===== config.mk =====
export PLATFORM = sky130hd
export DESIGN_NAME = output_vc_arbiter
export DESIGN_NICKNAME = d
export VERILOG_FILES = /design/src/rtl/output_vc_arbiter.sv
export SDC_FILE = /design/constraint.sdc
export NUM_CORES = 1
export LEC_CHECK = 0
export ABC_CLOCK_PERIOD_IN_PS = 6790
export CORE_MARGIN = 2
export CORE_UTILIZATION = 58
export DETAILED_ROUTE_END_ITERATION = 6
export MAX_ROUTING_LAYER = met4
export PLACE_DENSITY = 0.82
export SYNTH_ARGS = -nofsm -noshare
export SYNTH_HDL_FRONTEND = slang
export SYNTH_SLANG_ARGS = --single-unit

===== constraint.sdc =====
create_clock -name clk -period 6.79 [get_ports clk]
set_input_delay 0.679 -clock clk [delete_from_list [all_inputs] [get_ports clk]]
set_output_delay 0.679 -clock clk [all_outputs]
set_load 0.01 [all_outputs]

===== src/rtl/output_vc_arbiter.sv =====
// Round-robin switch allocator for one router output port, with per-VC wormhole locks
// and downstream credit tracking. Optional idle-lock timeout: define OVA_LOCK_TIMEOUT_EN.
module output_vc_arbiter #(
    parameter int N_IN    = 5,
    parameter int N_VC    = 2,
    parameter int CREDITS = 4,
    parameter int CW      = 3
`ifdef OVA_LOCK_TIMEOUT_EN
    ,parameter int LOCK_TMO = 64
`endif
) (
    input  logic            clk,
    input  logic            RST_,
    input  logic [N_IN-1:0] REQ,
    input  logic [N_IN-1:0] REQ_VC,
    input  logic [N_IN-1:0] REQ_TAIL,
    input  logic [N_VC-1:0] IACK,
    output logic [N_IN-1:0] GNT,
    output logic [2:0]      OSEL,
    output logic            OVALID,
    output logic            OVCH,
    output logic [N_VC-1:0] OLCK,
    output logic [N_VC-1:0] CRED_AVAIL,
    output logic            CRED_ERR
`ifdef OVA_LOCK_TIMEOUT_EN
    ,output logic           LOCK_TMO_ERR
`endif
);

    localparam logic [CW-1:0] CRED_MAX = CW'(CREDITS);

    logic [2:0]      r_rr_ptr;
    logic [N_VC-1:0] r_lock;
    logic [2:0]      r_owner [N_VC];
    logic [CW-1:0]   r_cred  [N_VC];
    logic            r_cred_err;

    logic [N_IN-1:0] w_elig;
    logic            w_found;
    logic [2:0]      w_win;
    logic            w_vc;
    logic            w_tail;
    logic [N_VC-1:0] w_gv;

    // Saturating credit update: a return at full credit is ignored (flagged separately).
    function automatic logic [CW-1:0] cred_next(input logic [CW-1:0] c,
                                                input logic g, input logic a);
        case ({g, a})
            2'b10:   return c - CW'(1);
            2'b01:   return (c == CRED_MAX) ? c : c + CW'(1);
            default: return c;
        endcase
    endfunction

    always_comb begin
        for (int i = 0; i < N_IN; i++) begin
            w_elig[i] = REQ[i] && (r_cred[REQ_VC[i]] != '0) &&
                        (!r_lock[REQ_VC[i]] || (r_owner[REQ_VC[i]] == 3'(i)));
        end
    end

    // No transfers while reset is asserted, even though requests may be present.
    always_comb begin
        w_found = 1'b0;
        w_win   = '0;
        for (int k = 0; k < N_IN; k++) begin
            if (!w_found && !RST_ && w_elig[(int'(r_rr_ptr) + k) % N_IN]) begin
                w_found = 1'b1;
                w_win   = 3'((int'(r_rr_ptr) + k) % N_IN);
            end
        end
    end

    assign w_vc   = REQ_VC[w_win];
    assign w_tail = REQ_TAIL[w_win];

    always_comb begin
        GNT = '0;
        if (w_found) GNT[w_win] = 1'b1;
        for (int v = 0; v < N_VC; v++) begin
            w_gv[v]       = w_found && (w_vc == 1'(v));
            CRED_AVAIL[v] = (r_cred[v] != '0);
        end
    end

    assign OSEL     = w_win;
    assign OVALID   = w_found;
    assign OVCH     = w_found & w_vc;
    assign OLCK     = r_lock;
    assign CRED_ERR = r_cred_err;

`ifdef OVA_LOCK_TIMEOUT_EN
    localparam int TW = (LOCK_TMO > 2) ? $clog2(LOCK_TMO) : 1;
    localparam logic [TW-1:0] TMO_MAX = TW'(LOCK_TMO - 1);

    logic [TW-1:0] r_idle [N_VC];
    logic          r_tmo_err;
    logic [N_VC-1:0] w_tmo;

    always_comb begin
        for (int v = 0; v < N_VC; v++)
            w_tmo[v] = r_lock[v] && !w_gv[v] && (r_idle[v] == TMO_MAX);
    end

    always_ff @(posedge clk) begin
        if (RST_) begin
            r_tmo_err <= 1'b0;
            for (int v = 0; v < N_VC; v++) r_idle[v] <= '0;
        end else begin
            for (int v = 0; v < N_VC; v++) begin
                if (w_gv[v] || !r_lock[v] || w_tmo[v]) r_idle[v] <= '0;
                else                                   r_idle[v] <= r_idle[v] + TW'(1);
                if (w_tmo[v]) r_tmo_err <= 1'b1;
            end
        end
    end

    assign LOCK_TMO_ERR = r_tmo_err;
`endif

    always_ff @(posedge clk) begin
        if (RST_) begin
            r_rr_ptr   <= '0;
            r_lock     <= '0;
            r_cred_err <= 1'b0;
            for (int v = 0; v < N_VC; v++) begin
                r_owner[v] <= '0;
                r_cred[v]  <= CRED_MAX;
            end
        end else begin
            if (w_found) r_rr_ptr <= (w_win == 3'(N_IN - 1)) ? 3'd0 : w_win + 3'd1;
            for (int v = 0; v < N_VC; v++) begin
                r_cred[v] <= cred_next(r_cred[v], w_gv[v], IACK[v]);
                if (IACK[v] && !w_gv[v] && (r_cred[v] == CRED_MAX)) r_cred_err <= 1'b1;
                if (w_gv[v]) begin
                    if (!r_lock[v] && !w_tail) begin
                        r_lock[v]  <= 1'b1;
                        r_owner[v] <= w_win;
                    end else if (r_lock[v] && w_tail) begin
                        r_lock[v] <= 1'b0;
                    end
                end
`ifdef OVA_LOCK_TIMEOUT_EN
                else if (w_tmo[v]) begin
                    r_lock[v] <= 1'b0;
                end
`endif
            end
        end
    end

endmodule


## Word-level counts from Yosys, hierarchy flattened

Memories as Yosys holds them, arrays and structs flattened.
Index checks and enable logic that the tools add are counted.

- Register bits: 6
- Latch bits: 0
- Memory bits (writable): 12
- Memory bits (read-only): 0
- Input bits: 19
- Output and inout port bits: 15
- Word-level logic and storage cells: 182
- Memories kept: 2

- Add/subtract/negate cells: 9
- $mul: 0
- Divide/modulo/power cells: 5
- Order comparisons: 12
- Equality and inequality tests: 11
- Shift operators: 0
- Mux-type cells: 70
- Bitwise logic cells: 6
- Reduce and logical (&&, ||, !) cells: 63

Memory list:

| name | depth | width | rd ports | clocked after memory_dff | wr ports | RTL line | RTL |
|---|---|---|---|---|---|---|---|
| r_cred | 2 | 3 | 7 | 0 | 2 | 35 | `logic [CW-1:0] r_cred [N_VC];` |
| r_owner | 2 | 3 | 5 | 0 | 2 | 34 | `logic [2:0] r_owner [N_VC];` |

Operator list:

| cell | count |
|---|---|
| < comparator 32 x 5 -> 1 bit, second input constant | 5 |
| remainder unit 32 x 4 -> 32 bit, second input constant | 4 |
| 2-to-1 mux 1 bit | 45 |
| 2-to-1 mux 3 bit | 14 |
| remainder unit 4 x 4 -> 32 bit, second input constant | 1 |
| logical AND 1 bit | 30 |
| binary-select mux 1 bit (select 3 bit) | 7 |
| nonzero test 3 bit | 7 |
| logical NOT 1 bit | 15 |
| == test 3 bit, second input constant | 4 |
| case mux 3 bit (2 select lines) | 2 |
| < comparator 1 x 2 -> 1 bit, second input constant | 5 |
| adder 3 x 1 -> 3 bit, second input constant | 3 |
| adder 3 x 2 -> 4 bit, second input constant | 2 |
| == test 3 x 2 -> 1 bit, second input constant | 2 |
| nonzero test 2 bit | 3 |
| subtractor 3 x 1 -> 3 bit, second input constant | 2 |
| logical OR 1 bit | 5 |
| 2-to-1 mux 5 bit | 1 |
| adder 3 x 1 -> 4 bit, second input constant | 1 |
| adder 3 x 3 -> 4 bit, second input constant | 1 |
| == test 2 x 1 -> 1 bit, second input constant | 2 |
| == test 2 bit, second input constant | 2 |
| < comparator 3 x 4 -> 1 bit, second input constant | 1 |
| 8 further kinds | 12 |

## Logic depth before layout (Yosys ltp)

Gate-level depths: netlist of the first run.

- Depth after elaboration: 35
- Gate-level depth with buffers: 28
- Mapped depth without buffers: 27

## Least setup slack after synthesis of the first run

Ideal clock, no wire load.

- Path type: register to register
- Start point: register r_rr_ptr[0]
- End point: memory r_cred[1][1]
- Setup time: 0.122 ns
- Data arrival time: 6.073 ns
- Data required time: 6.668 ns
- Slack: 0.595 ns
- Cell stages (with the launch flop): 26
- Buffers on the path: 1
- Clock period less this slack: 6.195 ns
- Cells stage by stage: dfxtp_1 > clkinv_1 > ha_1 > xor2_1 > ha_1 > nor2_1 > a211o_1 > and2_1 > inv_1 > ha_1 > nor2b_1 > a21oi_1 > a2bb2oi_2 > mux2_2 > a21oi_1 > a31oi_1 > o32ai_1 > o22ai_2 > mux2i_1 > o211a_4 > buf_6 > o21ai_0 > fa_1 > nor3b_1 > a2bb2oi_1 > a311o_1

RTL lines:

| what | RTL line | RTL |
|---|---|---|
| start: declaration | 32 | `logic [2:0] r_rr_ptr;` |
| start signal: assignment | 131 | `if (w_found) r_rr_ptr <= (w_win == 3'(N_IN - 1)) ? 3'd0 : w_win + 3'd1;` |
| end: declaration | 35 |  |

## Final worst setup path of the first run

- Start point: register r_rr_ptr[1]
- End point: output OVCH

- Longest elaborated chain between the ends: 25
- Elaborated cells on any way between the ends: 50
- Classes of those cells: 4 x add/sub; 5 x div; 27 x mux; 1 x bitwise; 13 x reduce/logical

Ends and longest elaborated chain:

| what | RTL line | RTL |
|---|---|---|
| parallel branches: the longest is 24 deep, another holds remainder unit 32 x 4 -> 32 bit | -- |  |
| AND 1 bit * | 88 | `assign OVCH = w_found & w_vc;` |
| end: declaration | 21 | `output logic OVCH,` |

Mark *: on every way between the ends. The select of a mux whose other input is x is not followed.

==> metrics.log, run 1 <==
INFO  metric status = completed
INFO  metric finalMaxSlewViolations = 0
INFO  metric fp-row-count = 26
INFO  metric timing.critical_path.max_delay_family = simple AND/OR/NAND/NOR gates
INFO  metric gp_routability_congestion = 0.972
INFO  metric clk_lat_worst_skew = 0.25 ns
INFO  metric tritoncts = built
INFO  metric netSwitchingFraction = 54.3%
INFO  metric critical_path_arrival = 5.85 ns
INFO  metric flow.area_growth_from_synthesis = 16.4%
INFO  metric grtUsageMet3 = 3.88%
INFO  metric report.final.setup_viol = 0
INFO  metric die_w = 76.7 µm
INFO  metric insertedDiodeCount = 0
INFO  metric route.vias.total = 3,096
INFO  metric finalClockSkew = 0.00137 ns
INFO  metric mappedNetlistArea = 3070 µm²
INFO  metric relSlewSlack = 23.3%
INFO  metric fp.dieArea = 5880 µm²
INFO  metric initial_utilization = 60.0%
INFO  metric global_route.usage.met1 = 38.1%
INFO  metric r2r.worst_path.cells = 22
INFO  metric cts-buffers-inserted = 3
INFO  metric synth_top_cell_by_area = ha_1
INFO  metric worstSetupPathType = flop to output pin
INFO  metric tns = 0 ns
INFO  metric critPathSlowestCell = clkdlybuf4s50_1
INFO  metric worstPathRequired = 6.11 ns
INFO  metric min-delay-path-class = flop to flop
INFO  metric routed_wire_length_per_instance = 17.5 µm
INFO  metric rsz0062_at_grt = false
INFO  metric track_usage = 29.0%
INFO  metric post_synth_main_area_contributors = ha_1, dfxtp_1, edfxtp_1, nor2_1, inv_1
INFO  metric grt_pass1_wl = 13,800 µm
INFO  metric cp.depth = 19
INFO  metric p_sw = 0.984 mW
INFO  metric yosys_warn_count = 0
INFO  metric i_o_pin_total = 34
INFO  metric average_instance_area_after_synthesis = 8.05 µm²
INFO  metric synth_edf_count = 6
INFO  metric design.final.nets = 456
INFO  metric grt_pass1_vias = 2,946
INFO  metric cts_hold_repair.buffers = 0
INFO  metric clock_tree.root_cell = clkbuf_8
INFO  metric p_leak = 1.40 nW
INFO  metric yosys_most_used_dff = dfxtp_1
INFO  metric first_pass_iteration_count_of_the_detailed_router = 4
INFO  metric report.final.hold_viol_count = 0
INFO  metric grt.met2_usage = 48.0%
INFO  metric detailedPlacementHpwl = 6450 µm
INFO  metric critPathMaxStageDelay = 0.55 ns
INFO  metric clock_tree.buffer_depth = 2
INFO  metric mostFrequentLayoutCells = clkdlybuf4s50_1, nor2_1, nand2_1, inv_1, ha_1
INFO  metric seq_area_frac_synth = 13.7%
INFO  metric asyncSetResetFlopFracSynth = 0%
INFO  metric r2r_end = r_cred[1][1]
INFO  metric final.min_clock_period = 6.53 ns
INFO  metric max_cap_viol_count = 0
INFO  metric p_int = 0.829 mW
INFO  metric finalCritPeriodShare = 96.1%
INFO  metric placedCellCount = 473
INFO  metric top_usage_layer = met2
INFO  metric fill_cells = 417
INFO  metric worst_setup_path_endpoint = OVCH
INFO  metric core_area = 5110 µm²
INFO  metric comb_power_share = 84.0%
INFO  metric drive_gt1_share = 13.4%
INFO  metric worst_ir_drop_vdd = 0.000328 V
INFO  metric total_of_flip_flops_plus_latches_after_synthesis = 18
INFO  metric library_cell_appearing_most_often_on_the_critical_path = or3b_2
INFO  metric syn-num-nets = 427
INFO  metric worstMarginPinSlew = 1.12 ns
INFO  metric remaining_global_route_overflow = 0
INFO  metric clock.fmax = 153 MHz
INFO  metric number_of_antenna_violations_at_the_first_check_in_global_routing = 0
INFO  metric critPathMaxFanout = 15
INFO  metric h-tree-depth = 1
INFO  metric synth_top_area_share = 9.80%
INFO  metric worst_setup_path_startpoint = r_rr_ptr[1]
INFO  metric wirelength = 8360 µm
INFO  metric clk_transition_reported_paths = 0.08 ns
INFO  metric remaining_drc_errors = 0
INFO  metric ff2ff_setup_slack = 0.52 ns
INFO  metric worstSetupStartpointType = flop
INFO  metric power_frac_seq = 11.6%
INFO  metric mostFrequentLayoutCell = clkdlybuf4s50_1
INFO  metric final_cells = 479
INFO  metric critical_path.endpoint_type = output pin
INFO  metric ant_nets = 0
INFO  metric clock_sinks = 18
INFO  metric critical_path_buf_inv_count = 2
INFO  metric syn-instance-count = 381
INFO  metric first_iter_violations = 264
INFO  metric vias_per_cell = 6.46
INFO  metric place.port_buffers = 33
INFO  metric whs = 0.553 ns
INFO  metric synth.distinct_cells = 88
INFO  metric share_clk_of_total_power = 4.4%
INFO  metric total_power_per_unit_cell_area = 508 nW/µm²
INFO  metric dieHeight = 76.7 µm
INFO  metric crit_path_cell_trace = clkinvlp_4 -> ha_2 -> nor3_4 -> nor2b_1 -> xnor2_1 -> ha_1 -> fa_1 -> or3b_2 -> o211a_1 -> o22ai_1 -> a211oi_1 -> a311oi_2 -> o211ai_2 -> nand2b_1 -> or3b_2 -> a32o_1 -> o211a_4 -> nor2_2 -> clkdlybuf4s50_1
INFO  metric reg2reg_from = r_rr_ptr[1]
INFO  metric grt_max_degree = 29
logic make-up after synthesis:
logic type                 after synthesis  share of synthesized area [%]
and+or+nand+nor                        141                           25.4
adders and majority gates               27                           11.8
DFF                                     18                           13.7
buffers and inverters                   48                           6.29
AOI/OAI and AO/OA                      126                           35.3
xor gates and xnor gates                 7                           2.25
muxes                                   14                           5.27
timing repair:
action                     CTS  global route
setup buffers                0             2
gates resized for setup      0            10
setup endpoints to repair    0             7
sequential cells by signal (all words and copies together) (netlist names):
name      flops
r_owner       6
OLCK          2
r_cred        6
CRED_ERR      1
r_rr_ptr      3
worst min path at each step:
| stage | startpoint | endpoint | slack (ns) | cells past startpoint |
|---|---|---|---|---|
| 2_1_floorplan | r_rr_ptr[1] | r_rr_ptr[1] | 0.53 | 2 |
| 3_3_place_gp | OLCK[1] | OLCK[1] | 0.54 | 2 |
| 3_5_place_dp | OLCK[1] | OLCK[1] | 0.55 | 2 |
| 4_1_cts | OLCK[1] | OLCK[1] | 0.56 | 2 |
| 5_1_grt | OLCK[1] | OLCK[1] | 0.58 | 2 |
| 6_report | r_rr_ptr[1] | r_rr_ptr[1] | 0.55 | 2 |
synthesized netlist by cell type, types with 5 or more instances:
master / n
edfxtp_1: 6
a21oi_1: 20
ha_1: 24
nor3_1: 14
mux2i_1: 9
nor2b_1: 5
inv_1: 27
and2_1: 6
o21ai_0: 9
o211ai_1: 9
a31oi_1: 5
nor2_1: 32
nand2_1: 26
clkbuf_1: 15
nor3b_1: 11
nand2b_1: 6
nand3_1: 7
a211oi_1: 7
xnor2_1: 5
dfxtp_1: 12
stage by stage:
stage | area [µm²] | utilization (%) | setup WS, ns | power (mW)
after CTS | 3510 | 68.7 | 0.00512 | 1.74
after global routing | 3570 | 69.9 | 0.0370 | 1.97
after global placement | 3460 | 67.8 | 0.515 | 1.63
final | 3570 | 69.9 | 0.263 | 1.81
after detailed placement | 3460 | 67.8 | 0.297 | 1.65
after floorplan | 3070 | - | 0.595 | 1.29
routing by layer:
metal | up-vias | share of wire (%)
met1 | 1462 | 46
met4 | 0 | 0.96
met2 | 112 | 47
li1 | 1514 | -
met5 | - | 0
met3 | 8 | 6.3
worst min-delay path, delay by kind of cell, from the launching register on:
family          cells  cell delay [ns]
simple gates        1             0.07
compound gates      1             0.06
flops               1             0.38
final cells by class:
| cell class | count | area, µm² | area share [%] |
|---|---|---|---|
| Clock inverter | 1 | 3.75 | 0.105 |
| Timing Repair Buffer | 44 | 413 | 11.6 |
| Multi-Input combinational cell | 315 | 2490 | 69.9 |
| Clock buffer | 3 | 41.3 | 1.16 |
| Inverter | 28 | 109 | 3.05 |
| Tap cell | 70 | 87.6 | 2.45 |
| Sequential cell | 18 | 422 | 11.8 |
power groups by stage:
stage | combinational, mW | clock [mW] | sequential [mW]
floorplan | 1.09 | 0 | 0.205
global placement | 1.43 | 0 | 0.207
detailed placement | 1.44 | 0 | 0.210
CTS | 1.45 | 0.0810 | 0.207
global route | 1.67 | 0.0851 | 0.217
finish | 1.52 | 0.0802 | 0.210
No activity file was read; power rests on OpenSTA's default activity.
==> inputs of run 2 (changes only) <==
- CELL_PAD_IN_SITES_DETAIL_PLACEMENT: not set -> 1
- CELL_PAD_IN_SITES_GLOBAL_PLACEMENT: not set -> 1
- CORE_UTILIZATION: 58 -> 43
- GPL_TIMING_DRIVEN: not set -> 0
- PLACE_DENSITY: 0.82 -> not set
- PLACE_DENSITY_LB_ADDON: not set -> 0.1
==> metrics.log, run 2 (synthesis gave the netlist of run 1 again) <==
INFO  metric first_pass_iteration_count_of_the_detailed_router = 4
INFO  metric crit_path_cell_trace = buf_4 -> inv_1 -> ha_4 -> nor3_4 -> nor2b_1 -> xnor2_1 -> ha_1 -> fa_2 -> or3b_2 -> o211a_1 -> nor3_1 -> a21oi_1 -> a311oi_2 -> o211ai_2 -> nand2b_2 -> or3b_2 -> a32o_1 -> o211a_4 -> buf_6 -> o21ai_0 -> fa_1 -> nor3b_1 -> a2bb2oi_1 -> a311o_1
INFO  metric relSlewSlack = 18.4%
INFO  metric placement.cell_area = 3520 µm²
INFO  metric rsz0062_at_grt = false
INFO  metric cts-buffers-inserted = 3
INFO  metric fp-row-count = 30
INFO  metric ant_nets = 0
INFO  metric i_o_pin_total = 34
INFO  metric fp.dieArea = 7820 µm²
INFO  metric clock_tree.buffer_depth = 2
INFO  metric die_w = 88.4 µm
INFO  metric tns = 0 ns
INFO  metric route.vias.total = 3,281
INFO  metric gp_routability_congestion = 0.882
INFO  metric ff2ff_setup_slack = 0.38 ns
INFO  metric critical_path_arrival = 6.55 ns
INFO  metric setup_ws = 0.385 ns
INFO  metric flow.area_growth_from_synthesis = 23.3%
INFO  metric critPathMaxFanout = 10
INFO  metric final_cells = 523
INFO  metric finalCritPeriodShare = 94.3%
INFO  metric remaining_drc_errors = 0
INFO  metric routed_wire_length_per_instance = 19.6 µm
INFO  metric finalClockSkew = 0.00475 ns
INFO  metric status = completed
INFO  metric reg.largest.list = r_cred: 6 flops, r_owner: 6 flops, r_rr_ptr: 3 flops
INFO  metric min-delay-path-class = flop to flop
INFO  metric r2r_end = r_cred[1][1]
INFO  metric wirelength = 10,200 µm
INFO  metric library_cell_appearing_most_often_on_the_critical_path = or3b_2
INFO  metric clk_lat_worst_skew = 0.26 ns
INFO  metric insertedDiodeCount = 0
INFO  metric mostFrequentLayoutCells = nor2_1, clkdlybuf4s50_1, nand2_1, inv_1, ha_1
INFO  metric critPathSlowestCell = or3b_2
INFO  metric grt_max_degree = 13
INFO  metric number_of_antenna_violations_at_the_first_check_in_global_routing = 0
INFO  metric ff_latch_area = 432 µm²
INFO  metric grt_pass1_vias = 3,331
INFO  metric critical_path.endpoint_type = flop
INFO  metric detailedPlacementHpwl = 7890 µm
INFO  metric h-tree-depth = 1
INFO  metric clock.fmax = 156 MHz
INFO  metric track_usage = 27.7%
INFO  metric fill_cells = 850
INFO  metric cell_depth_of_the_worst_min_delay_path = 2
INFO  metric first_iter_violations = 150
INFO  metric core_area = 6830 µm²
INFO  metric r2r.worst_path.cells = 24
INFO  metric initial_utilization = 44.9%
INFO  metric critPathMaxStageDelay = 0.50 ns
INFO  metric worstSetupStartpointType = flop
INFO  metric worst_ir_drop_vdd = 0.000201 V
INFO  metric worstMarginPinSlew = 1.19 ns
INFO  metric hold_path_startpoint = r_rr_ptr[1]
INFO  metric drive_gt1_share = 15.7%
INFO  metric preCtsSetupSlack = -0.679 ns
INFO  metric placedCellCount = 510
INFO  metric final.min_clock_period = 6.41 ns
INFO  metric tritoncts = built
INFO  metric report.final.setup_viol = 0
INFO  metric worstSetupPathType = flop to flop
INFO  metric post-route-cell-area = 3780 µm²
INFO  metric report.final.hold_viol_count = 0
INFO  metric timing.critical_path.max_delay_family = compound AO/OA/AOI/OAI gates
INFO  metric place.port_buffers = 33
INFO  metric reg2reg_from = r_rr_ptr[2]
INFO  metric whs_endpoint = r_rr_ptr[1]
INFO  metric vias_per_cell = 6.27
INFO  metric clock_tree.root_cell = clkbuf_8
INFO  metric total_power_per_unit_cell_area = 519 nW/µm²
INFO  metric worstPathRequired = 6.94 ns
INFO  metric finalMaxSlewViolations = 0
INFO  metric clk_transition_reported_paths = 0.08 ns
INFO  metric design.final.nets = 474
INFO  metric multiInputGateArea = 2570 µm²
INFO  metric clock_sinks = 18
INFO  metric max_cap_viol_count = 0
INFO  metric remaining_global_route_overflow = 0
INFO  metric dieHeight = 88.4 µm
INFO  metric whs = 0.552 ns
INFO  metric grt_pass1_wl = 16,700 µm
INFO  metric p_leak = 1.47 nW
INFO  metric cts_hold_repair.buffers = 0
INFO  metric critical_path_buf_inv_count = 3
## run 2: how the worst max path moves through the flow
stage	slack [ns]	to	depth (start not counted)	from
2_1_floorplan	0.60	r_cred[1][1]	25	r_rr_ptr[0]
3_3_place_gp	-0.54	r_cred[1][1]	26	r_rr_ptr[0]
3_5_place_dp	-0.68	r_cred[1][1]	26	r_rr_ptr[0]
4_1_cts	0.006	OVCH	21	r_rr_ptr[2]
5_1_grt	0.002	GNT[2]	22	r_rr_ptr[2]
6_report	0.38	r_cred[1][1]	24	r_rr_ptr[2]
## run 2: final cells by class
class	instances	share of cell area, %
buffer	19	2.28
clock buffer	4	1.19
inverter	28	3.01
multi-input combinational	315	68.1
sequential	18	11.4
tap	96	3.18
timing repair buffer	43	10.8
## run 2: worst min-delay path, cell delays in order (launching register included)
cell     delay (ns)
dfxtp_4        0.40
nand2_1        0.07
a21oi_1        0.05
## run 2: per-stage QoR
step | power [mW] | utilization (%)
after global routing | 2.14 | 55.3
after CTS | 1.88 | 53.3
after global placement | 1.68 | 51.5
final | 1.96 | 55.3
after floorplan | 1.29 | -
after detailed placement | 1.72 | 51.5
## run 2: metal layers
layer	up-vias	wire length (µm)	GRT usage (%)
met5	-	0	-
met4	0	79	4.55
met3	8	349	2.99
met2	59	4870	45.3
met1	1661	4940	37.6
li1	1553	-	-
## run 2: what timing repair did
| item | CTS | global route |
|---|---|---|
| pin swaps | 2 | 4 |
| setup endpoints to repair | 27 | 17 |
| gates resized for setup | 15 | 15 |
| buffers inserted | 1 | 9 |
## run 2: report_power, final
group          internal, mW  leakage, nW  switching [mW]
Combinational         0.683         1.28           0.970
Clock                0.0418       0.0228          0.0412
Sequential            0.165        0.163          0.0614
==> inputs of run 3 (changes only) <==
==> constraint.sdc (replaced) <==
create_clock -name clk -period 6.79 [get_ports clk]
set_input_delay 1.358 -clock clk [delete_from_list [all_inputs] [get_ports clk]]
set_output_delay 1.358 -clock clk [all_outputs]
set_load 0.01 [all_outputs]
==> metrics.log, run 3 (synthesis gave the netlist of run 1 again) <==
INFO  metric status = completed
INFO  metric worst_ir_drop_vdd = 0.000216 V
INFO  metric library_cell_appearing_most_often_on_the_critical_path = buf_4
INFO  metric grt_max_degree = 13
INFO  metric first_pass_iteration_count_of_the_detailed_router = 5
INFO  metric ff2ff_setup_slack = 0.53 ns
INFO  metric i_o_pin_total = 34
INFO  metric total_power = 2.22 mW
INFO  metric mostFrequentLayoutCell = clkdlybuf4s50_1
INFO  metric wirelength = 11,400 µm
INFO  metric comb_power_share = 86.1%
INFO  metric route.vias.total = 3,468
INFO  metric place.port_buffers = 33
INFO  metric p_sw = 1.19 mW
INFO  metric report.final.setup_viol = 0
INFO  metric netSwitchingFraction = 53.8%
INFO  metric r2r.worst_path.cells = 25
INFO  metric final.min_clock_period = 6.65 ns
INFO  metric tritoncts = built
INFO  metric h-tree-depth = 1
INFO  metric critical_path.endpoint_type = output pin
INFO  metric p_int = 1.02 mW
INFO  metric core_area = 6830 µm²
INFO  metric critPathSlowestCell = or3b_2
INFO  metric drive_gt1_share = 23.1%
INFO  metric fp.dieArea = 7820 µm²
INFO  metric r2r_end = r_cred[1][1]
INFO  metric flow.area_growth_from_synthesis = 31.1%
INFO  metric worst_setup_path_endpoint = OVCH
INFO  metric reg.largest.list = r_cred: 6 flops, r_owner: 6 flops, r_rr_ptr: 3 flops
INFO  metric clock_sinks = 18
INFO  metric clock_tree.root_cell = clkbuf_8
INFO  metric relSlewSlack = 47.6%
INFO  metric power_frac_seq = 9.9%
INFO  metric worstMarginPinSlew = 0.786 ns
INFO  metric critical_path_arrival = 5.30 ns
INFO  metric insertedDiodeCount = 0
INFO  metric worst_setup_path_startpoint = r_rr_ptr[1]
INFO  metric number_of_antenna_violations_at_the_first_check_in_global_routing = 0
INFO  metric grt_pass1_wl = 17,300 µm
INFO  metric total_power_per_unit_cell_area = 552 nW/µm²
INFO  metric critPathMaxFanout = 8
INFO  metric worstPathRequired = 5.43 ns
INFO  metric initial_utilization = 44.9%
INFO  metric mostFrequentLayoutCells = clkdlybuf4s50_1, nor2_1, nand2_1, inv_1, buf_4
INFO  metric finalMaxSlewViolations = 0
INFO  metric max_cap_viol_count = 0
INFO  metric reg2reg_from = r_rr_ptr[1]
INFO  metric cts-buffers-inserted = 3
INFO  metric clock.fmax = 150 MHz
INFO  metric routed_wire_length_per_instance = 21.5 µm
INFO  metric dieHeight = 88.4 µm
INFO  metric remaining_global_route_overflow = 0
INFO  metric fp-row-count = 30
INFO  metric ant_nets = 0
INFO  metric worstSetupStartpointType = flop
INFO  metric report.final.hold_viol_count = 0
INFO  metric vias_per_cell = 6.51
INFO  metric min-delay-path-class = flop to flop
INFO  metric clock_tree.buffer_depth = 2
INFO  metric clk_lat_worst_skew = 0.27 ns
INFO  metric critPathMaxStageDelay = 0.51 ns
INFO  metric grt_pass1_vias = 3,439
INFO  metric finalClockSkew = 0.00988 ns
INFO  metric design.final.nets = 484
INFO  metric first_iter_violations = 228
INFO  metric die_w = 88.4 µm
INFO  metric final_cells = 533
INFO  metric finalCritPeriodShare = 98.0%
INFO  metric track_usage = 28.7%
INFO  metric clk_transition_reported_paths = 0.09 ns
INFO  metric share_clk_of_total_power = 3.9%
INFO  metric detailedPlacementHpwl = 7890 µm
INFO  metric remaining_drc_errors = 0
INFO  metric crit_path_cell_trace = clkinvlp_4 -> buf_4 -> ha_4 -> nor3_4 -> nor2b_1 -> xnor2_1 -> ha_2 -> fa_2 -> or3b_2 -> o211ai_1 -> nand2_2 -> nor4b_4 -> a311oi_2 -> buf_4 -> buf_4 -> a2111oi_4 -> o221ai_1 -> a32o_1 -> o211a_4 -> nor2_2 -> clkbuf_2
INFO  metric placedCellCount = 510
INFO  metric worstSetupPathType = flop to output pin
INFO  metric gp_routability_congestion = 0.882
INFO  metric p_leak = 1.55 nW
==> run 3: routing by layer <==
layer	global-route usage (%)	part of all wire (%)
met5	-	0
met4	6.61	1.3
met3	3.26	5.5
met2	47.3	49
met1	37.9	44
==> run 3: area by class of cell <==
class	count	area [µm²]
fill	828	2810
multi-input combinational	315	2720
timing repair buffer	55	490
sequential	18	432
tap	96	120
inverter	28	118
buffer	17	93.8
clock buffer	4	45.0
==> run 3: timing repair <==
item                                    4_1_cts  5_1_grt
endpoints found under the setup margin       28        9
gates resized for setup                      33       36
pin swaps                                     5       10
buffers inserted                              9       13
hold buffers                                  0        0
cloned                                        0        0
==> run 3: through the flow <==
| stage | TNS [ns] | hold WS, ns | setup slack (ns) | area (µm²) | utilization (%) |
|---|---|---|---|---|---|
| floorplan | 0 | 0.531 | 0.427 | 3070 | - |
| global placement | -9.75 | 0.540 | -1.18 | 3520 | 51.5 |
| detailed placement | -12.84 | 0.549 | -1.30 | 3520 | 51.5 |
| CTS | -0.0281 | 0.557 | -0.0281 | 3760 | 55.0 |
| global route | -0.230 | 0.556 | -0.0524 | 4020 | 58.8 |
| finish | 0 | 0.537 | 0.136 | 4020 | 58.8 |
==> run 3: worst min path at each step <==
| stage | slack [ns] | endpoint | depth (start not counted) | startpoint |
|---|---|---|---|---|
| floorplan | 0.53 | r_rr_ptr[1] | 2 | r_rr_ptr[1] |
| finish | 0.54 | r_rr_ptr[1] | 2 | r_rr_ptr[1] |
| CTS | 0.56 | r_rr_ptr[1] | 2 | r_rr_ptr[1] |
| detailed placement | 0.55 | OLCK[1] | 2 | OLCK[1] |
| global placement | 0.54 | OLCK[1] | 2 | OLCK[1] |
| global route | 0.56 | r_rr_ptr[1] | 2 | r_rr_ptr[1] |
==> run 3: worst max-delay path, delay by kind of cell, from the launching register on <==
family / cells / cell delay (ns)
fa+ha+maj: 3 / 0.78
simple gates: 6 / 1.35
xor+xnor: 1 / 0.22
buf+inv: 5 / 0.83
compound gates: 6 / 1.42
flops: 1 / 0.41
==> run 3: power groups by stage <==
stage | logic (mW) | registers (mW) | clock network [mW]
5_1_grt | 2.06 | 0.227 | 0.0902
2_1_floorplan | 1.09 | 0.205 | 0
6_report | 1.91 | 0.220 | 0.0871
3_5_place_dp | 1.50 | 0.222 | 0
4_1_cts | 1.64 | 0.226 | 0.0840
3_3_place_gp | 1.46 | 0.217 | 0
